==> config.mk <==
export PLATFORM = sky130hd
export DESIGN_NAME = laser_target_feeder
export DESIGN_NICKNAME = d
export VERILOG_FILES = /design/src/rtl/laser_pkg.sv /design/src/rtl/laser_cover_scorer.sv /design/src/rtl/laser_target_feeder.sv
export SDC_FILE = /design/constraint.sdc
export NUM_CORES = 1
export LEC_CHECK = 0
export ABC_AREA = 1
export BUFFER_PORTS_ARGS = -buffer_cell sky130_fd_sc_hd__clkbuf_2
export CAP_MARGIN = 5
export CORE_MARGIN = 2
export CORE_UTILIZATION = 35
export CTS_CLUSTER_DIAMETER = 40
export DETAILED_ROUTE_END_ITERATION = 6
export PLACE_DENSITY = 0.52
export REMOVE_ABC_BUFFERS = 1
export SETUP_SLACK_MARGIN = 0.15
export SLEW_MARGIN = 40
export SYNTH_ARGS = -nofsm -noshare
export SYNTH_HDL_FRONTEND = slang
export SYNTH_SLANG_ARGS = --single-unit
==> constraint.sdc <==
create_clock -name CLK -period 7.1 [get_ports CLK]
set_input_delay 0.71 -clock CLK [delete_from_list [all_inputs] [get_ports CLK]]
set_output_delay 0.71 -clock CLK [all_outputs]
set_load 0.005 [all_outputs]
==> src/rtl/laser_pkg.sv <==
// Shared types and constants for the laser target feeder.
// Holds point-count, radius, timeout constants, state enums and the distance helper.
package laser_pkg;

    localparam int NPTS = 40;
    localparam logic [5:0] LAST_IDX = 6'(NPTS - 1);
    localparam logic [8:0] RADIUS_SQ = 9'd16;
    localparam logic [9:0] TIMEOUT = 10'd1023;

    typedef logic [3:0] coord_t;

    typedef enum logic [1:0] {
        B_FREE,
        B_READY,
        B_STREAMING,
        B_SCORING
    } bank_st_t;

    typedef enum logic [1:0] {
        S_HOLD,
        S_STREAM,
        S_WAIT
    } strm_st_t;

    // Exact squared distance; |d| never exceeds 15 so 9 bits hold the sum.
    function automatic logic [8:0] dist_sq(
        input coord_t ax,
        input coord_t ay,
        input coord_t bx,
        input coord_t by
    );
        logic signed [4:0] dx, dy, nx, ny;
        logic [3:0] mx, my;
        logic [7:0] sx, sy;
        dx = $signed({1'b0, ax}) - $signed({1'b0, bx});
        dy = $signed({1'b0, ay}) - $signed({1'b0, by});
        nx = -dx;
        ny = -dy;
        mx = dx[4] ? nx[3:0] : dx[3:0];
        my = dy[4] ? ny[3:0] : dy[3:0];
        sx = {4'd0, mx} * {4'd0, mx};
        sy = {4'd0, my} * {4'd0, my};
        return {1'b0, sx} + {1'b0, sy};
    endfunction

endpackage

==> src/rtl/laser_cover_scorer.sv <==
// Counts points of one bank lying within the coverage radius of either center.
// Ports: start pulse, centers, point read port (rd_addr/px/py), score/valid, last.
module laser_cover_scorer
    import laser_pkg::*;
(
    input  logic       CLK,
    input  logic       RST,
    input  logic       start,
    input  coord_t     c1x,
    input  coord_t     c1y,
    input  coord_t     c2x,
    input  coord_t     c2y,
    output logic [5:0] rd_addr,
    input  coord_t     px,
    input  coord_t     py,
    output logic [5:0] score,
    output logic       valid,
    output logic       last
);

    logic       busy;
    logic [5:0] cnt;
    logic [5:0] acc;
    logic       active;
    logic       hit;
    logic [5:0] acc_nxt;

    // Point 0 is evaluated in the start cycle itself.
    assign active  = start | busy;
    assign rd_addr = busy ? cnt : 6'd0;
    assign hit     = (dist_sq(px, py, c1x, c1y) <= RADIUS_SQ)
                   | (dist_sq(px, py, c2x, c2y) <= RADIUS_SQ);
    assign acc_nxt = (busy ? acc : 6'd0) + {5'd0, hit};
    assign last    = active && (rd_addr == LAST_IDX);

    always_ff @(posedge CLK or posedge RST) begin
        if (RST) begin
            busy  <= 1'b0;
            cnt   <= '0;
            acc   <= '0;
            score <= '0;
            valid <= 1'b0;
        end else begin
            valid <= 1'b0;
            if (active) begin
                if (last) begin
                    score <= acc_nxt;
                    valid <= 1'b1;
                    busy  <= 1'b0;
                end else begin
                    busy <= 1'b1;
                    cnt  <= rd_addr + 6'd1;
                    acc  <= acc_nxt;
                end
            end
        end
    end

endmodule

==> src/rtl/laser_target_feeder.sv <==
// Ping-pong image feeder for the two-circle laser engine, with result re-scoring.
// Ports: WR_* fill side, X/Y/LASER_RST stream side, DONE_IN/C*_IN results, SCORE and error flags.
module laser_target_feeder
    import laser_pkg::*;
(
    input  logic       CLK,
    input  logic       RST,
    input  logic       WR_EN,
    input  logic [5:0] WR_ADDR,
    input  logic [3:0] WR_X,
    input  logic [3:0] WR_Y,
    input  logic       WR_COMMIT,
    output logic       FILL_READY,
    output logic       LASER_RST,
    output logic [3:0] X,
    output logic [3:0] Y,
    input  logic       DONE_IN,
    input  logic [3:0] C1X_IN,
    input  logic [3:0] C1Y_IN,
    input  logic [3:0] C2X_IN,
    input  logic [3:0] C2Y_IN,
    output logic [3:0] C1X,
    output logic [3:0] C1Y,
    output logic [3:0] C2X,
    output logic [3:0] C2Y,
    output logic [5:0] SCORE,
    output logic       SCORE_VALID,
    output logic       UNDERRUN_ERR,
    output logic       TIMEOUT_ERR
);

    coord_t   mem_x [2][NPTS];
    coord_t   mem_y [2][NPTS];
    bank_st_t bank_st [2];
    strm_st_t sst;

    logic       fill_ptr;
    logic       strm_ptr;
    logic       score_bank;
    logic       score_go;
    logic [5:0] idx;
    logic [9:0] wcnt;
    logic       wr_ok;
    logic       commit_ok;
    logic       next_ready;
    logic       start_now;
    logic [5:0] sc_addr;
    logic       sc_last;
    coord_t     sc_px;
    coord_t     sc_py;

    assign FILL_READY = (bank_st[fill_ptr] == B_FREE);
    assign wr_ok      = WR_EN && FILL_READY && (WR_ADDR < 6'(NPTS));
    assign commit_ok  = WR_COMMIT && FILL_READY;
    assign next_ready = (bank_st[~strm_ptr] == B_READY);
    // A commit into the stream bank starts it at the same edge.
    assign start_now  = (bank_st[strm_ptr] == B_READY)
                      || (commit_ok && (fill_ptr == strm_ptr));

    always_ff @(posedge CLK) begin
        if (wr_ok) begin
            mem_x[fill_ptr][WR_ADDR] <= WR_X;
            mem_y[fill_ptr][WR_ADDR] <= WR_Y;
        end
    end

    // DONE_IN reaches X/Y only when the next bank can start immediately.
    always_comb begin
        X = '0;
        Y = '0;
        if (sst == S_STREAM) begin
            X = mem_x[strm_ptr][idx];
            Y = mem_y[strm_ptr][idx];
        end else if (sst == S_WAIT && DONE_IN && next_ready) begin
            X = mem_x[~strm_ptr][0];
            Y = mem_y[~strm_ptr][0];
        end
    end

    assign sc_px = mem_x[score_bank][sc_addr];
    assign sc_py = mem_y[score_bank][sc_addr];

    always_ff @(posedge CLK or posedge RST) begin
        if (RST) begin
            bank_st[0]   <= B_FREE;
            bank_st[1]   <= B_FREE;
            fill_ptr     <= 1'b0;
            strm_ptr     <= 1'b0;
            score_bank   <= 1'b0;
            score_go     <= 1'b0;
            sst          <= S_HOLD;
            idx          <= '0;
            wcnt         <= '0;
            LASER_RST    <= 1'b1;
            C1X          <= '0;
            C1Y          <= '0;
            C2X          <= '0;
            C2Y          <= '0;
            UNDERRUN_ERR <= 1'b0;
            TIMEOUT_ERR  <= 1'b0;
        end else begin
            score_go <= 1'b0;
            if (commit_ok) begin
                bank_st[fill_ptr] <= B_READY;
                fill_ptr          <= ~fill_ptr;
            end
            if (sc_last) begin
                bank_st[score_bank] <= B_FREE;
            end
            case (sst)
                S_HOLD: begin
                    if (start_now) begin
                        bank_st[strm_ptr] <= B_STREAMING;
                        sst               <= S_STREAM;
                        idx               <= '0;
                        LASER_RST         <= 1'b0;
                    end
                end
                S_STREAM: begin
                    if (idx == LAST_IDX) begin
                        sst  <= S_WAIT;
                        wcnt <= '0;
                    end else begin
                        idx <= idx + 6'd1;
                    end
                end
                S_WAIT: begin
                    if (DONE_IN) begin
                        C1X               <= C1X_IN;
                        C1Y               <= C1Y_IN;
                        C2X               <= C2X_IN;
                        C2Y               <= C2Y_IN;
                        bank_st[strm_ptr] <= B_SCORING;
                        score_bank        <= strm_ptr;
                        score_go          <= 1'b1;
                        strm_ptr          <= ~strm_ptr;
                        if (next_ready) begin
                            bank_st[~strm_ptr] <= B_STREAMING;
                            sst                <= S_STREAM;
                            idx                <= 6'd1;
                        end else begin
                            UNDERRUN_ERR <= 1'b1;
                            sst          <= S_HOLD;
                            LASER_RST    <= 1'b1;
                        end
                    end else if (wcnt == TIMEOUT) begin
                        TIMEOUT_ERR       <= 1'b1;
                        bank_st[strm_ptr] <= B_FREE;
                        strm_ptr          <= ~strm_ptr;
                        sst               <= S_HOLD;
                        LASER_RST         <= 1'b1;
                    end else begin
                        wcnt <= wcnt + 10'd1;
                    end
                end
                default: sst <= S_HOLD;
            endcase
        end
    end

    laser_cover_scorer u_scorer (
        .CLK     (CLK),
        .RST     (RST),
        .start   (score_go),
        .c1x     (C1X),
        .c1y     (C1Y),
        .c2x     (C2X),
        .c2y     (C2Y),
        .rd_addr (sc_addr),
        .px      (sc_px),
        .py      (sc_py),
        .score   (SCORE),
        .valid   (SCORE_VALID),
        .last    (sc_last)
    );

endmodule

### Word level (Yosys, flattened, before mapping)

Memory sizes are Yosys's and may differ from the RTL's.
Index checks and enable logic that the tools add are counted.

| operators by class | value |
|---|---|
| $add $sub $neg | 14 |
| multiply operators | 4 |
| magnitude comparators | 15 |
| equal/unequal tests | 17 |
| muxes and demuxes | 77 |
| bitwise gates (word level) | 28 |
| reductions and logical operators | 29 |

Operator list:

| cell | number |
|---|---|
| 160-bit two-way mux | 1 |
| 4-bit binary-select mux with 6-bit select | 4 |
| 4-bit two-way mux | 23 |
| 6-bit two-way mux | 6 |
| 2-bit two-way mux | 17 |
| 4-bit by 4-bit multiplier with 8-bit output | 4 |
| 10-bit two-way mux | 3 |
| 4-bit demux with 6-bit select | 1 |
| 7-bit >= comparator (second input constant) | 3 |
| 6-bit NOT with 7-bit output | 3 |
| 10-bit one-hot mux with 2 select lines | 1 |
| 4-bit by 4-bit subtractor with 5-bit output | 4 |
| 8-bit by 8-bit adder with 9-bit output | 2 |
| 9-bit by 5-bit less-or-equal comparator with 1-bit output (second input constant) | 2 |
| 6-bit one-hot mux with 3 select lines | 1 |
| 4-bit negation | 4 |
| 1-bit two-way mux | 13 |
| 6-bit by 1-bit adder with 6-bit output (second input constant) | 2 |
| 6-bit equality test (second input constant) | 2 |
| 1-bit logical AND | 12 |
| 2-bit inequality test (second input constant) | 6 |
| 10-bit by 1-bit adder with 10-bit output (second input constant) | 1 |
| 10-bit equality test (second input constant) | 1 |
| 3-bit AND reduction | 3 |
| other kinds (31) | 65 |

| storage, ports and cells | value |
|---|---|
| flip-flop bits (word level) | 65 |
| RAM bits | 640 |
| input port bits | 35 |
| output and inout port bits | 35 |
| logic and storage cells | 207 |
| memories kept | 2 |

Memory list:

| memory | depth | bits a word | read ports | clocked after Yosys merged registers in | write ports | line | text |
|---|---|---|---|---|---|---|---|
| mem_x | 2 | 160 | 3 | 0 | 1 | laser_target_feeder.sv:32 | `coord_t mem_x [2][NPTS];` |
| mem_y | 2 | 160 | 3 | 0 | 1 | laser_target_feeder.sv:33 | `coord_t mem_y [2][NPTS];` |

### Logic depth before layout (Yosys ltp)

Gate-level depths: netlist of run 1.

| logic depth | value |
|---|---|
| depth in word-level cells | 15 |
| mapped depth | 46 |
| depth with buffers taken out | 44 |

### Hierarchy

A second synthesis of run 1 with hierarchy kept.

| unflattened totals | value |
|---|---|
| cell total of the unflattened synthesis | 4517 |
| area total of the unflattened synthesis | 38654.6 sq um |

Modules (own cells, without submodules):

| module | instances | cells each | area an instance (sq um) | seq. area each (sq um) |
|---|---|---|---|---|
| laser_target_feeder | 1 | 3997 | 35150.0 | 20345.8 |
| laser_cover_scorer | 1 | 520 | 3504.6 | 500.5 |

### Worst setup path after synthesis of run 1

No wires, ideal clock.

| timing path | value |
|---|---|
| path kind | reg2reg |
| from | register u_scorer.busy |
| to | register u_scorer.score[4] |
| library setup time | 0.065 ns |
| arrival | 7.207 ns |
| required time | 7.035 ns |
| setup slack | -0.173 ns |
| cell stages (with the launch flop) | 39 |
| path buffers | 4 |
| clock period less this slack | 7.273 ns |
| cell sequence | dfrtp_1 buf_4 nand2_2 buf_4 buf_4 buf_2 o211ai_1 nand3_1 nand2_1 nand2_1 nand3_1 a22oi_1 ha_1 fa_1 ha_1 or2_2 xor2_1 nor2_1 [... 3 more ...] inv_1 fa_1 fa_1 ha_1 inv_1 fa_1 a31oi_1 a2111oi_0 o21ai_0 nand2_1 ha_1 ha_1 inv_1 nor3_1 nor2_1 a21oi_1 nand2_1 nand2_1 |

| between the ends | value |
|---|---|
| cells in the longest elaborated chain, start to end | 13 |
| elaborated cells on any way between the ends | 35 |
| classes of those cells | add/sub (11); mul (4); order compare (2); eq/ne (1); mux (12); bitwise (3); reduce/logical (2) |

Ends and longest elaborated chain:

| what | line | text |
|---|---|---|
| start: declaration | laser_cover_scorer.sv:21 | `logic busy;` |
| start signal: assignment | laser_cover_scorer.sv:38 | `busy <= 1'b0;` |
| start signal: assignment | laser_cover_scorer.sv:49 | `busy <= 1'b0;` |
| start signal: assignment | laser_cover_scorer.sv:51 | `busy <= 1'b1;` |
| 6-bit two-way mux | laser_cover_scorer.sv:30 | `assign rd_addr = busy ? cnt : 6'd0;` |
| 6-bit NOT with 7-bit output (not written as such) | laser_target_feeder.sv:80, laser_target_feeder.sv:81 |  |
| 4-bit binary-select mux with 6-bit select, on equally long branches | laser_target_feeder.sv:80, laser_target_feeder.sv:81 |  |
| 4-bit two-way mux, on equally long branches (2 in series) | laser_target_feeder.sv:80, laser_target_feeder.sv:81 |  |
| 4-bit by 4-bit subtractor with 5-bit output, on equally long branches | laser_pkg.sv:35, laser_pkg.sv:36 |  |
| 4-bit negation, on equally long branches | laser_pkg.sv:37, laser_pkg.sv:38 |  |
| 4-bit two-way mux, on equally long branches | laser_pkg.sv:39, laser_pkg.sv:40 |  |
| 4-bit by 4-bit multiplier with 8-bit output, on equally long branches | laser_pkg.sv:41, laser_pkg.sv:42 |  |
| 8-bit by 8-bit adder with 9-bit output | laser_pkg.sv:43 | `return {1'b0, sx} + {1'b0, sy};` |
| 9-bit by 5-bit less-or-equal comparator with 1-bit output, on equally long branches | laser_cover_scorer.sv:31, laser_cover_scorer.sv:32 |  |
| 1-bit bitwise OR | laser_cover_scorer.sv:32 | `\| (dist_sq(px, py, c2x, c2y) <= RADIUS_SQ);` |
| 6-bit by 1-bit adder with 6-bit output | laser_cover_scorer.sv:33 | `assign acc_nxt = (busy ? acc : 6'd0) + {5'd0, hit};` |
| end signal: assignment | laser_cover_scorer.sv:47 | `score <= acc_nxt;` |
| end: declaration | laser_cover_scorer.sv:16 | `output logic [5:0] score,` |

Parallel ways exist; a longest one is shown, timed or not. The select of a mux whose other input is x is not followed.
A chain may end at the register's enable or synchronous reset.

### Worst setup path after layout of run 1

| timing path | value |
|---|---|
| from | register score_bank |
| to | register u_scorer.score[4] |

| between the ends | value |
|---|---|
| cells in the longest elaborated chain, start to end | 12 |
| elaborated cells on any way between the ends | 30 |
| classes of those cells | add/sub (11); mul (4); order compare (2); mux (10); bitwise (1); memory (2) |

Ends and longest elaborated chain:

| what | line | text |
|---|---|---|
| start: declaration | laser_target_feeder.sv:39 | `logic score_bank;` |
| start signal: assignment | laser_target_feeder.sv:134 | `score_bank <= strm_ptr;` |
| memory 2 x 160 bit, on equally long branches | - |  |
| 4-bit binary-select mux with 6-bit select, on equally long branches | laser_target_feeder.sv:80, laser_target_feeder.sv:81 |  |
| 4-bit two-way mux, on equally long branches (2 in series) | laser_target_feeder.sv:80, laser_target_feeder.sv:81 |  |
| 4-bit by 4-bit subtractor with 5-bit output, on equally long branches | laser_pkg.sv:35, laser_pkg.sv:36 |  |
| 4-bit negation, on equally long branches | laser_pkg.sv:37, laser_pkg.sv:38 |  |
| 4-bit two-way mux, on equally long branches | laser_pkg.sv:39, laser_pkg.sv:40 |  |
| 4-bit by 4-bit multiplier with 8-bit output, on equally long branches | laser_pkg.sv:41, laser_pkg.sv:42 |  |
| 8-bit by 8-bit adder with 9-bit output | laser_pkg.sv:43 |  |
| 9-bit by 5-bit less-or-equal comparator with 1-bit output, on equally long branches | laser_cover_scorer.sv:31, laser_cover_scorer.sv:32 |  |
| 1-bit bitwise OR * | laser_cover_scorer.sv:32 |  |
| 6-bit by 1-bit adder with 6-bit output * | laser_cover_scorer.sv:33 |  |

Every way passes the cells marked *; elsewhere a longest branch is shown, timed or not. The select of a mux whose other input is x is not followed.

==> results by group, run 1 <==
Timing
  • Setup ws final: -0.538 ns
  • Min Tclk post-route: 7.64 ns
  • Setup violators final: 12
  • Fmax: 0.131 GHz
  • Final worst clock skew: just under 0.03 ns
  • Slew Limit Headroom: 42.0%
  • RSZ-0062 raised after global routing: yes
  • Final worst path period share: 108%
  • Final Max Slew Viols: 0
  • Least-Margin Pin Slew: 0.870 ns
  • Final Hold Violating Endpoints: 0

Global route
  • GR Util All Layers: 24.1%
  • Antenna violations before repair: 0
  • Vias in the first global route: 31900
  • Largest net degree at the start of global routing: 144
  • Global-route wire length before repair: 202000 um
  • Global-route congestion overflow total: 0

Min path
  • Worst Hold Class: in -> reg
  • WHS Path Cells: 3

Synth
  • Post-synth EDFFs: 640
  • Top_reg_cell synth: edfxtp_1
  • Ys Warns: 0
  • Synth Area per Inst: about 9 um2
  • Area of the mapped netlist: 37900 um2
  • #FFs+latches synth: 705
  • Area share of the largest cell type after synthesis: around 51%
  • Count of cell types in the netlist: 50
  • Leading area contributor after synthesis: edfxtp_1
  • Synth area leaders: edfxtp_1, nand2_1, nand3_1
  • Cell count after synthesis: 4251
  • Sequential element share of the synthesized area: 55.0%
  • Ys async rst share: 9.22%

Setup path
  • Max incr delay on CP: 0.52 ns
  • Crit Path Class: reg -> reg
  • Reg2Reg Depth: 44
  • Startpoint Class: flop
  • Most frequent CP cell: nand2_1
  • Crit path DAT: 8.31 ns
  • Crit. End Element: flop
  • Worst-path maximum fanout: 12
  • Slowest CP cell: fa_1
  • Required time worst endpoint: slightly below 8 ns

Clock network
  • CTS root buf: clkbuf_16
  • Clock latency on the worst-skew pair: around 0.74 ns
  • CTS tree: yes
  • CTS Sinks: 705
  • Clk slew on worst S/H paths: ~0.05 ns
  • H-tree Lvls: 4
  • Num CTS Buffers: 131
  • CTS max path bufs: 3

Die
  • Die Ht: between 300 and 400 um
  • Starting Density: 35.3%
  • Die Wd: approximately 330 um
  • FP Rows: 120
  • Total core area: 107000 um2
  • # IOs: 70
  • Die Area: 111000 um2

Drt
  • DRT Pass-1 Iters: 6
  • Final WL: 135000 um
  • DRT iter0 DRCs: 3639
  • Vias after detailed routing: 33200
  • Post-route ant nets: 0
  • Residual DRC: 0
  • Routed WL per cell: 22.3 um
  • Vias per cell: 5.48

Final layout
  • Finished Core Util: 44.7%
  • Ant. Diodes: 0
  • Layout cells sized above 1: 19.5%
  • Synthesis-to-finish area growth: 26.4%
  • Post-route insts no fill: 6066
  • Commonest non-fill, non-tap cell in the layout: nand2_1
  • Most frequent cells in the layout: nand2_1, nand3_1, edfxtp_1, buf_4, nor2_1
  • Final net count: 4682

Placed design
  • Cells after DPL: 5788
  • IO Port Bufs: 69
  • Detail Placement HPWL: 86500 um
  • RePlAce Congestion: just over 0.9

Status
  • Failing checks: negative setup slack
  • Status: finished, violations left

Run
  • Total of max-cap violations: 0
## cell families after synthesis
logic type               Yosys count  share of synthesized area (%)
AO/OA/AOI/OAI                    636                           9.62
XOR/XNOR                          27                          0.624
adder cells (fa/ha/maj)           89                           3.46
buffers and inverters            489                           5.54
flip-flops                       705                           55.0
AND/OR/NAND/NOR                 2305                           25.7
## per-stage QoR
| step | worst slack (ns) | TNS (ns) | cell area [um2] | hold slack (ns) |
|---|---|---|---|---|
| after floorplan | -9.87 | -307.67 | 36500 | 0.442 |
| after global placement | -1.12 | -10.56 | 41800 | 0.457 |
| after detailed placement | -1.13 | -11.25 | 42000 | 0.466 |
| after CTS | -0.598 | -5.29 | 47600 | 0.141 |
| after global routing | -0.895 | -8.91 | 47900 | 0.182 |
| final | -0.538 | -4.77 | 47900 | 0.176 |
## timing repair
action / 4_1_cts / 5_1_grt
hold buffers: 1 / 0
endpoints found under the hold margin: 13 / 0
buffers inserted: 22 / 4
pin swaps: 66 / 33
resized for setup: 154 / 52
endpoints found under the setup margin: 12 / 12
cloned: 12 / 0
## critical path, delay by kind of cell, from the launching register on
family	cells	cell delay, ns
flops	1	0.50
fa+ha+maj	9	3.11
simple gates	15	1.37
compound gates	7	1.15
xor+xnor	2	0.28
buf+inv	11	1.12
## cell usage after synthesis, drive strengths merged (27+ instances only)
library cell and instances:
dfrtp 64, nor3 76, ha 63, buf 185, o211ai 130, nor2 313, nand3 682, a21oi 125
or2 27, edfxtp 640, clkbuf 112, o21ai 329, nand2 1194, inv 190
## routing by layer
metal  track usage [%]  wire (um)
met1              32.0      56100
met2              38.3      62500
met4              9.80       4680
met5                 0          0
met3              4.90      12200
## path summary, 6_finish.rpt
| check | from | end | slack [ns] |
|---|---|---|---|
| worst max-delay path | score_bank$_DFFE_PP0P_ | u_scorer.score[4]$_DFFE_PP0P_ | -0.54 |
| worst min-delay path | C2Y_IN[0] | C2Y[0]$_DFFE_PP0P_ | 0.18 |
| worst max register to register | score_bank$_DFFE_PP0P_ | u_scorer.score[4]$_DFFE_PP0P_ | -0.54 |
| worst min register to register | UNDERRUN_ERR$_DFFE_PP0P_ | UNDERRUN_ERR$_DFFE_PP0P_ | 0.47 |
| max in group asynchronous | RST | score_bank$_DFFE_PP0P_ | 5.48 |
| min in group asynchronous | RST | C2Y[3]$_DFFE_PP0P_ | 0.47 |
## area by class of cell
type | instances | area (um2)
clock buffer | 141 | 3350
clock inverter | 97 | 1180
fill | 10200 | 59300
inverter | 192 | 758
multi-input combinational | 3057 | 15800
sequential | 705 | 20900
tap | 1403 | 1760
timing repair buffer | 470 | 4220
timing repair inverter | 1 | 8.76
## registers in the layout, indices dropped and copies added (netlist names)
name	count
C2X	4
score_bank	1
mem_x	320
score_go	1
bank_st	4
u_scorer.score	6
strm_ptr	1
fill_ptr	1
LASER_RST	1
idx	6
wcnt	10
C1Y	4
UNDERRUN_ERR	1
TIMEOUT_ERR	1
C2Y	4
mem_y	320
u_scorer.valid	1
C1X	4
u_scorer.busy	1
u_scorer.cnt	6
u_scorer.acc	6
sst	2
Power of run 1 is not shown: default switching activity piles up to over one toggle a cycle in this logic, so the estimate is an artifact.
==> inputs of run 2 (changes only) <==
--- a/config.mk
+++ b/config.mk
@@ -8,11 +8,13 @@
 export ABC_AREA = 1
 export BUFFER_PORTS_ARGS = -buffer_cell sky130_fd_sc_hd__clkbuf_2
 export CAP_MARGIN = 5
+export CELL_PAD_IN_SITES_DETAIL_PLACEMENT = 0
+export CELL_PAD_IN_SITES_GLOBAL_PLACEMENT = 1
 export CORE_MARGIN = 2
 export CORE_UTILIZATION = 35
 export CTS_CLUSTER_DIAMETER = 40
 export DETAILED_ROUTE_END_ITERATION = 6
-export PLACE_DENSITY = 0.52
+export PLACE_DENSITY = 0.64
 export REMOVE_ABC_BUFFERS = 1
 export SETUP_SLACK_MARGIN = 0.15
 export SLEW_MARGIN = 40
==> results by group, run 2 (synthesized netlist as in run 1, its figures left out) <==
Die
  • Die Wd: 333 um (unchanged)
  • Die Ht: 333 um (unchanged)
  • Starting Density: 35.3% (unchanged)
  • Total core area: 107000 um2 (unchanged)
  • # IOs: 70 (unchanged)
  • Die Area: 111000 um2 (unchanged)
  • FP Rows: 120 (unchanged)

Final layout
  • Filler cell count: 10300 (+0.48%)
  • Top flop regs: mem_x (320), mem_y (320), wcnt (10)
  • Synthesis-to-finish area growth: 28.4%
  • Layout cells sized above 1: 21.0% (+1.5 points)
  • Commonest non-fill, non-tap cell in the layout: nand2_1
  • Most frequent cells in the layout: nand2_1, nand3_1, edfxtp_1, buf_4, nor2_1
  • Final net count: 4705 (+0.49%)
  • Ant. Diodes: 0 (unchanged)

Global route
  • Global-route congestion overflow total: 0 (unchanged)
  • Largest net degree at the start of global routing: 152 (+5.6%)
  • Vias in the first global route: 32400 (+1.6%)
  • GR Util All Layers: 25.2% (+1.2 points)
  • Antenna violations before repair: 1 (+1)
  • Global-route wire length before repair: 210000 um (+4.2%)

Drt
  • Vias per cell: 5.42 (-1.1%)
  • DRT Pass-1 Iters: 5 (-1)
  • Routed WL per cell: 23.2 um (+4.1%)
  • Final WL: 142000 um (+4.5%)
  • Post-route ant nets: 0 (unchanged)
  • DRT iter0 DRCs: 3265 (-10%)
  • Residual DRC: 0 (unchanged)
  • Vias after detailed routing: 33000 (-0.64%)

Run
  • Total of max-cap violations: 0 (unchanged)

Clock network
  • CTS Sinks: 705 (unchanged)
  • Clk slew on worst S/H paths: 0.05 ns (about the same)
  • Num CTS Buffers: 131 (unchanged)
  • CTS max path bufs: 3 (unchanged)
  • Clock latency on the worst-skew pair: 0.75 ns (about the same)
  • H-tree Lvls: 4 (unchanged)
  • CTS tree: yes
  • CTS root buf: clkbuf_16

Timing
  • Slew Limit Headroom: 39.5% (-2.5 points)
  • Setup violators final: 12 (unchanged)
  • Worst Hold Slack: 0.125 ns (-0.0517 ns)
  • Final Max Slew Viols: 0 (unchanged)
  • Final worst clock skew: 0.0296 ns (+0.000651 ns)
  • Min Tclk post-route: 7.70 ns (+0.0574 ns)
  • Final worst path period share: 108% (+0.81 points)
  • RSZ-0062 raised after global routing: yes
  • Fmax: 0.130 GHz (-0.75%)
  • Final Hold Violating Endpoints: 0 (unchanged)
  • Setup ws final: -0.596 ns (-0.0574 ns)
  • Least-Margin Pin Slew: 0.905 ns (+0.0351 ns)

Min path
  • Worst Hold Class: in -> async

Setup path
  • Max incr delay on CP: 0.51 ns (about the same)
  • Crit Path Class: reg -> reg
  • Slowest CP cell: dfrtp_4
  • Setup crit start: score_bank$_DFFE_PP0P_
  • Crit path DAT: 8.31 ns (about the same)
  • Startpoint Class: flop
  • Crit. End Element: flop
  • Worst-path maximum fanout: 8 (-4)
  • Required time worst endpoint: 7.71 ns (-0.06 ns)
  • Most frequent CP cell: fa_1
  • Worst reg2reg path startpoint: score_bank$_DFFE_PP0P_

Placed design
  • RePlAce Congestion: 0.917 (+1.2%)
  • Detail Placement HPWL: 86300 um (-0.24%)
  • IO Port Bufs: 69 (unchanged)

Status
  • Status: finished, violations left
  • Failing checks: negative setup slack
run 2: changes by cell type in the layout (fill, tap and decap cells not counted), sizes merged:
cell / change
buf: +22
bufinv: -4
clkbuf: +2
clkinv: +1
clkinvlp: +6
dlygate4sd3: -1
run 2: final timing paths:
kind	to	slack [ns]	cells past startpoint
min	u_scorer.valid$_DFF_PP0_	0.12	3
max reg2reg	u_scorer.acc[4]$_DFFE_PP0P_	-0.60	43
max in group asynchronous	score_bank$_DFFE_PP0P_	6.40	3
max	u_scorer.acc[4]$_DFFE_PP0P_	-0.60	43
min reg2reg	TIMEOUT_ERR$_DFFE_PP0P_	0.47	1
min in group CLK	C1X[0]$_DFFE_PP0P_	0.18	3
run 2: what timing repair did:
| item | CTS | global route |
|---|---|---|
| setup buffers | 53 | 7 |
| hold buffers | 0 | 0 |
| cloned | 18 | 2 |
| gates resized for setup | 255 | 70 |
| setup endpoints to repair | 12 | 12 |
| pin swaps | 108 | 70 |
run 2: final cells by class:
type                       count  area [um2]  share of cell area (%)
inverter                     192         768                    1.58
timing repair inverter         1        11.3                  0.0232
multi-input combinational   3057       16100                    33.1
tap                         1403        1760                    3.61
clock inverter               100        1140                    2.35
clock buffer                 141        3360                    6.91
timing repair buffer         493        4640                    9.55
sequential                   705       20900                    42.9
run 2: stage by stage:
step | setup TNS, ns | setup slack, ns | instance area (um2) | std cells | utilization (%)
final | -5.13 | -0.596 | 48600 | 6092 | 45.4
after global routing | -8.74 | -0.906 | 48600 | 6092 | 45.4
after CTS | -5.00 | -0.630 | 48200 | 6083 | 45.0
after detailed placement | -13.14 | -1.33 | 41800 | 5771 | 39.0
after global placement | -12.27 | -1.28 | 41700 | 5768 | 38.9
after floorplan | -307.67 | -9.87 | 36500 | 3954 | -
run 2: metal layers:
| layer | share of wire (%) | track usage [%] |
|---|---|---|
| met1 | 43 | 33.8 |
| met2 | 46 | 40.3 |
| met3 | 6.9 | 4.34 |
| met4 | 4.0 | 10.5 |
| met5 | 0 | 0 |
run 2: worst max-delay path, delay by kind of cell, from the launching register on:
family | cells | cell delay, ns
XOR/XNOR | 1 | 0.17
AO/OA/AOI/OAI | 7 | 0.90
buffers and inverters | 12 | 1.27
adder cells (fa/ha/maj) | 9 | 3.13
flip-flops | 1 | 0.51
AND/OR/NAND/NOR | 14 | 1.55
Power of run 2 is left out for the same reason.
